<file path="config.mk">
export PLATFORM = sky130hd
export DESIGN_NAME = uart_receiver
export DESIGN_NICKNAME = d
export VERILOG_FILES = /design/src/rtl/uart_pkg.sv /design/src/rtl/uart_rx_sync.sv /design/src/rtl/uart_receiver.sv
export SDC_FILE = /design/constraint.sdc
export NUM_CORES = 1
export LEC_CHECK = 0
export CAP_MARGIN = 10
export CORE_MARGIN = 2
export CORE_UTILIZATION = 40
export DETAILED_ROUTE_END_ITERATION = 16
export GPL_TIMING_DRIVEN = 0
export PLACE_DENSITY_LB_ADDON = 0.25
export SYNTH_ARGS = -nofsm -noshare
export SYNTH_HDL_FRONTEND = slang
export SYNTH_SLANG_ARGS = --single-unit
</file>
<file path="constraint.sdc">
create_clock -name clk -period 5.25 [get_ports clk]
set_clock_uncertainty 0.05 [all_clocks]
set_input_delay 1.05 -clock clk [delete_from_list [all_inputs] [get_ports clk]]
set_output_delay 1.05 -clock clk [all_outputs]
set_load 0.01 [all_outputs]
</file>
<file path="src/rtl/uart_pkg.sv">
// Shared UART definitions for the transmit and receive stages.
//   - rx_state_t  : receiver state encoding (IDLE, START, DATA, STOP)
//   - DATA_BITS   : payload bits per 8N1 frame
//   - FRAME_BITS  : total bits per 8N1 frame (start + data + stop)
//   - symbol_time : clock cycles per bit period
package uart_pkg;

    localparam int unsigned DATA_BITS  = 8;
    localparam int unsigned FRAME_BITS = 10;

    typedef enum logic [1:0] {
        IDLE,
        START,
        DATA,
        STOP
    } rx_state_t;

    // Clock cycles per symbol; shared with the transmitter so both ends agree.
    function automatic int unsigned symbol_time(input int unsigned clock_freq,
                                                input int unsigned baud_rate);
        return clock_freq / baud_rate;
    endfunction

endpackage

</file>
<file path="src/rtl/uart_rx_sync.sv">
// Two-flop synchronizer for the asynchronous UART line plus falling-edge detect.
// Ports:
//   clk       : system clock
//   reset     : asynchronous active-high reset (all flops reset to line idle = 1)
//   serial_in : raw asynchronous UART line
//   rx        : synchronized line (second synchronizer flop)
//   fall      : high while rx is 0 and the previous rx was 1
module uart_rx_sync (
    input  logic clk,
    input  logic reset,
    input  logic serial_in,
    output logic rx,
    output logic fall
);

    logic sync_q;
    logic prev_rx;

    // Reset to 1 so a reset never looks like a start-bit edge.
    always_ff @(posedge clk or posedge reset) begin
        if (reset) begin
            sync_q  <= 1'b1;
            rx      <= 1'b1;
            prev_rx <= 1'b1;
        end else begin
            sync_q  <= serial_in;
            rx      <= sync_q;
            prev_rx <= rx;
        end
    end

    assign fall = prev_rx & ~rx;

endmodule

</file>
<file path="src/rtl/uart_receiver.sv">
// 8N1 UART receive stage: serial line in, bytes out on a valid/ready interface.
// Optional error reporting is enabled by defining UART_RX_ERR_EN.
// Ports:
//   clk            : system clock
//   reset          : asynchronous active-high reset
//   serial_in      : asynchronous UART line, idle high
//   data_out       : received byte, stable while data_out_valid is high
//   data_out_valid : byte available
//   data_out_ready : consumer accepts the byte when valid && ready at posedge
//   framing_error  : (UART_RX_ERR_EN) one-cycle pulse when a stop bit reads 0
//   overrun        : (UART_RX_ERR_EN) one-cycle pulse when a good byte is dropped
module uart_receiver
    import uart_pkg::*;
#(
    parameter int unsigned CLOCK_FREQ = 125_000_000,
    parameter int unsigned BAUD_RATE  = 115_200
) (
    input  logic                 clk,
    input  logic                 reset,
    input  logic                 serial_in,
    output logic [DATA_BITS-1:0] data_out,
    output logic                 data_out_valid,
    input  logic                 data_out_ready
`ifdef UART_RX_ERR_EN
    ,
    output logic                 framing_error,
    output logic                 overrun
`endif
);

    localparam int unsigned SYMBOL_EDGE_TIME = symbol_time(CLOCK_FREQ, BAUD_RATE);
    localparam int unsigned SAMPLE_TIME      = SYMBOL_EDGE_TIME / 2;
    localparam int unsigned CNT_W            = $clog2(SYMBOL_EDGE_TIME);
    // Bit index spans the data field between the start and stop bits.
    localparam int unsigned BIT_W            = $clog2(FRAME_BITS - 2);

    localparam logic [CNT_W-1:0] SAMPLE_LAST = CNT_W'(SAMPLE_TIME - 1);
    localparam logic [CNT_W-1:0] SYMBOL_LAST = CNT_W'(SYMBOL_EDGE_TIME - 1);
    localparam logic [BIT_W-1:0] BIT_LAST    = BIT_W'(DATA_BITS - 1);

    logic                 rx;
    logic                 fall;
    rx_state_t            state;
    logic [CNT_W-1:0]     clk_cnt;
    logic [BIT_W-1:0]     bit_cnt;
    logic [DATA_BITS-1:0] shift_q;
    logic                 stop_stb;   // a stop bit was sampled last edge
    logic                 stop_ok;    // value of that stop bit

    uart_rx_sync u_sync (
        .clk       (clk),
        .reset     (reset),
        .serial_in (serial_in),
        .rx        (rx),
        .fall      (fall)
    );

    // Frame FSM: START samples mid start bit, then every symbol lands mid-bit.
    always_ff @(posedge clk or posedge reset) begin
        if (reset) begin
            state    <= IDLE;
            clk_cnt  <= '0;
            bit_cnt  <= '0;
            shift_q  <= '0;
            stop_stb <= 1'b0;
            stop_ok  <= 1'b0;
        end else begin
            stop_stb <= 1'b0;
            case (state)
                IDLE: begin
                    clk_cnt <= '0;
                    if (fall) begin
                        state <= START;
                    end
                end
                START: begin
                    if (clk_cnt == SAMPLE_LAST) begin
                        clk_cnt <= '0;
                        if (!rx) begin
                            state   <= DATA;
                            bit_cnt <= '0;
                        end else begin
                            state <= IDLE;
                        end
                    end else begin
                        clk_cnt <= clk_cnt + CNT_W'(1);
                    end
                end
                DATA: begin
                    if (clk_cnt == SYMBOL_LAST) begin
                        clk_cnt <= '0;
                        shift_q <= {rx, shift_q[DATA_BITS-1:1]};
                        bit_cnt <= bit_cnt + BIT_W'(1);
                        if (bit_cnt == BIT_LAST) begin
                            state <= STOP;
                        end
                    end else begin
                        clk_cnt <= clk_cnt + CNT_W'(1);
                    end
                end
                STOP: begin
                    if (clk_cnt == SYMBOL_LAST) begin
                        clk_cnt  <= '0;
                        stop_stb <= 1'b1;
                        stop_ok  <= rx;
                        state    <= IDLE;
                    end else begin
                        clk_cnt <= clk_cnt + CNT_W'(1);
                    end
                end
                default: begin
                    state   <= IDLE;
                    clk_cnt <= '0;
                end
            endcase
        end
    end

    // Output holding register; a held byte wins over a newly arrived one.
    always_ff @(posedge clk or posedge reset) begin
        if (reset) begin
            data_out       <= '0;
            data_out_valid <= 1'b0;
        end else if (stop_stb && stop_ok && (!data_out_valid || data_out_ready)) begin
            data_out       <= shift_q;
            data_out_valid <= 1'b1;
        end else if (data_out_valid && data_out_ready) begin
            data_out_valid <= 1'b0;
        end
    end

`ifdef UART_RX_ERR_EN
    // Error pulses line up with the edge a good byte would have been loaded.
    always_ff @(posedge clk or posedge reset) begin
        if (reset) begin
            framing_error <= 1'b0;
            overrun       <= 1'b0;
        end else begin
            framing_error <= stop_stb & ~stop_ok;
            overrun       <= stop_stb & stop_ok & data_out_valid & ~data_out_ready;
        end
    end
`endif

endmodule

</file>
==> flow_metrics.tcl <==
set metrics [dict create \
    cts_root_buffer "clkbuf_8" \
    finalCritPeriodShare_pct 48.2 \
    relSlewSlack_pct 42.7 \
    grt_pass1_wl_um 4420 \
    syn_to_final_growth_pct 19.6 \
    hpwl_um 1880 \
    setup_violations 0 \
    synthCells 135 \
    ys_types 32 \
    p_clk_share_pct 37.8 \
    antenna_found_initial 0 \
    fin_nets 164 \
    cp.arrival_ns 2.65 \
    drt-total-wl_um 2540 \
    diodes 0 \
    drtAntennaViolNets 0 \
    swShare_pct 24.1 \
    numPortBuffers 12 \
    p_sw_w 0.000159 \
    clkLatencyLatePin_ns 0.28 \
    row_count 23 \
    grt-busiest-layer "met2" \
    hold_violations 0 \
    fp.coreArea_um2 4000 \
    avgViaCountPerCell 5.06 \
    first_global_vias 974 \
    finalSetupTns_ns 0 \
    dieArea_um2 4700 \
    max_stage_delay_ns 0.68 \
    slowest_stage "a21oi_1" \
    internal-power_w 0.000501 \
    synth-seq-area-share_pct 57.3 \
    numCtsBuffers 5 \
    cp.required_ns 5.37 \
    hold_class "flip-flop to flip-flop" \
    hold_ws_ns 0.306 \
    ir_drop_v 0.000189 \
    clock_sinks 38 \
    critPathMaxFanout 8 \
    clk_pin_slew_ns 0.07 \
    cts_hold_buffers 0 \
    cts_tree "yes" \
    cts_setup_buffers 0 \
    criticalPathCategory "input pin to flip-flop" \
    ctsResizeCount 0 \
    drtIter0Drc 28 \
    synth_seq_cells 38 \
    path_buf_inv 2 \
    wl_per_cell_um 12.3 \
    p_leak_nw 0.926 \
    clockBufferDepth 2 \
    dr.pass1.iters 4 \
    drv_slew 0 \
    fp.dieW_um 68.5 \
    p_seq_share_pct 51.6 \
    num_vias 1042 \
    htree_num_levels 2 \
    start_util_pct 41.6 \
    syn-cell-area_um2 1670 \
    worst_slew_pin_slew_ns 0.860 \
    status "complete, no violations" \
    gp_congestion 0.792 \
    crit_path_start_kind "input pin" \
    fin_crit_ns 2.53 \
    max_freq_ghz 0.395 \
    end_kind "flip-flop" \
    syn_area_per_cell_um2 12.3 \
    synth_warnings 0 \
    use_met2_pct 19.5 \
    p_per_area_nw_per_um2 332 \
    drive_above_1_share_pct 23.1 \
    grt_remaining_overflow 0 \
    rsz0062_at_grt "no" \
    drc_errors 0 \
    dieHeight_um 68.5 \
    drv_cap 0 \
    cp_cell_sequence "clkdlybuf4s50_1 > inv_1 > a21oi_1 > mux2_2" \
    use_met3_pct 5.36 \
    syn_nets 144 \
    crit_family "compound AO/OA/AOI/OAI gates" \
    track_usage_pct 13.2 \
    combPwrFrac_pct 10.6 \
    ios 13 \
    grt_max_degree 24 \
    grtUsageMet1_pct 17.3 \
]
-- Yosys cell counts --
library cell / number / share of area, %
a21oi_1: 3 / 0.90
a22o_2: 2 / 1.2
a22oi_1: 1 / 0.45
a31oi_1: 1 / 0.38
and2_1: 1 / 0.38
and3_1: 1 / 0.38
and3_2: 1 / 0.45
and4_1: 1 / 0.53
buf_2: 1 / 0.30
buf_6: 1 / 0.68
clkbuf_1: 1 / 0.23
dfrtp_1: 35 / 53
dfstp_2: 3 / 4.7
ha_1: 5 / 3.8
inv_1: 7 / 1.6
mux2_2: 17 / 11
nand2_1: 5 / 1.1
nand3_1: 7 / 2.1
nand3b_1: 3 / 1.4
nand4_1: 2 / 0.75
nor2_1: 14 / 3.2
nor2b_1: 1 / 0.38
nor3_1: 3 / 0.90
nor4_4: 1 / 1.3
nor4b_1: 1 / 0.53
nor4bb_1: 1 / 0.60
o211ai_1: 1 / 0.45
o21ai_0: 3 / 0.90
or3_4: 1 / 0.68
or3b_2: 1 / 0.53
xnor2_1: 6 / 3.2
xor2_1: 4 / 2.1
-- worst register-to-register path, delay by kind of cell (launching register included) --
family,cells,cell delay [ns]
and+or+nand+nor,2,0.81
muxes,1,0.34
buffers and inverters,1,0.20
DFF,1,0.43
-- placed cells by master, fill, tap and decap left out, types with 3 or more instances in the layout --
cell and n:
clkdlybuf4s50_1 12, dfrtp_1 35, nand3_1 7, mux2_2 17
nor3_1 3, a21oi_1 3, ha_1 5, inv_1 7
xor2_1 4, dfstp_2 3, xnor2_1 6, nor2_1 14
clkbuf_8 6, o21ai_0 3, nand3b_1 3, nand2_1 5
-- final timing paths --
path | cells after the start | to | slack (ns) | from
setup / recovery | 4 | data_out[0]$_DFFE_PP0P_ | 2.72 | data_out_ready
hold / removal | 0 | u_sync.rx$_DFF_PP1_ | 0.31 | u_sync.sync_q$_DFF_PP1_
setup reg to reg | 4 | shift_q[2]$_DFFE_PP0P_ | 3.32 | clk_cnt[6]$_DFF_PP0_
hold reg to reg | 0 | u_sync.rx$_DFF_PP1_ | 0.31 | u_sync.sync_q$_DFF_PP1_
min in group asynchronous | 2 | data_out[6]$_DFFE_PP0P_ | 1.11 | reset
max in group asynchronous | 3 | u_sync.prev_rx$_DFF_PP1_ | 3.42 | reset
-- through the flow --
stage | area (µm²) | std cells | setup slack (ns) | power (W) | utilization [%]
floorplan | 1670 | 135 | 3.16 | 0.000394 | -
global placement | 1850 | 197 | 2.45 | 0.000412 | 46.2
detailed placement | 1880 | 198 | 2.43 | 0.000417 | 46.9
CTS | 1990 | 206 | 2.73 | 0.000671 | 49.8
global route | 1990 | 206 | 2.66 | 0.000700 | 49.8
finish | 1990 | 206 | 2.72 | 0.000661 | 49.8
-- power by group through the flow --
stage                     Combinational (W)  Clock [W]  Sequential (W)
final                             0.0000701   0.000250        0.000341
after global routing              0.0000845   0.000270        0.000346
after CTS                         0.0000720   0.000259        0.000340
after detailed placement          0.0000713          0        0.000346
after global placement            0.0000671          0        0.000345
after floorplan                   0.0000542          0        0.000340
-- flip-flops by register name (all words and copies together) (netlist names), named ones only --
signal	cells
shift_q	8
data_out	8
stop_ok	1
u_sync.sync_q	1
bit_cnt	3
clk_cnt	11
u_sync.rx	1
state	1
stop_stb	1
data_out_valid	1
u_sync.prev_rx	1
-- cell type report --
cell class              count  area (µm²)
plain buffers               3        20.0
clock buffers               7        86.3
clock inverters             1        30.0
fillers                   355        2010
inverters                   7        26.3
multi-input cells          87         664
flip-flops and latches     38         955
well taps                  50        62.6
repair buffers             13         148
-- per-layer routing --
metal	wire length (µm)	vias up
met5	0	-
met4	21	0
met3	103	2
met2	1180	15
met1	1230	516
li1	-	509
-- kinds of logic after synthesis --
kind of cell | after synthesis | share of synthesized area [%]
AOI/OAI and AO/OA | 11 | 4.28
xor gates and xnor gates | 10 | 5.26
adders and majority gates | 5 | 3.76
buffers and inverters | 10 | 2.78
DFF | 38 | 57.3
muxes | 17 | 11.5
and+or+nand+nor | 44 | 15.1
No activity file was read; power rests on OpenSTA's default activity.
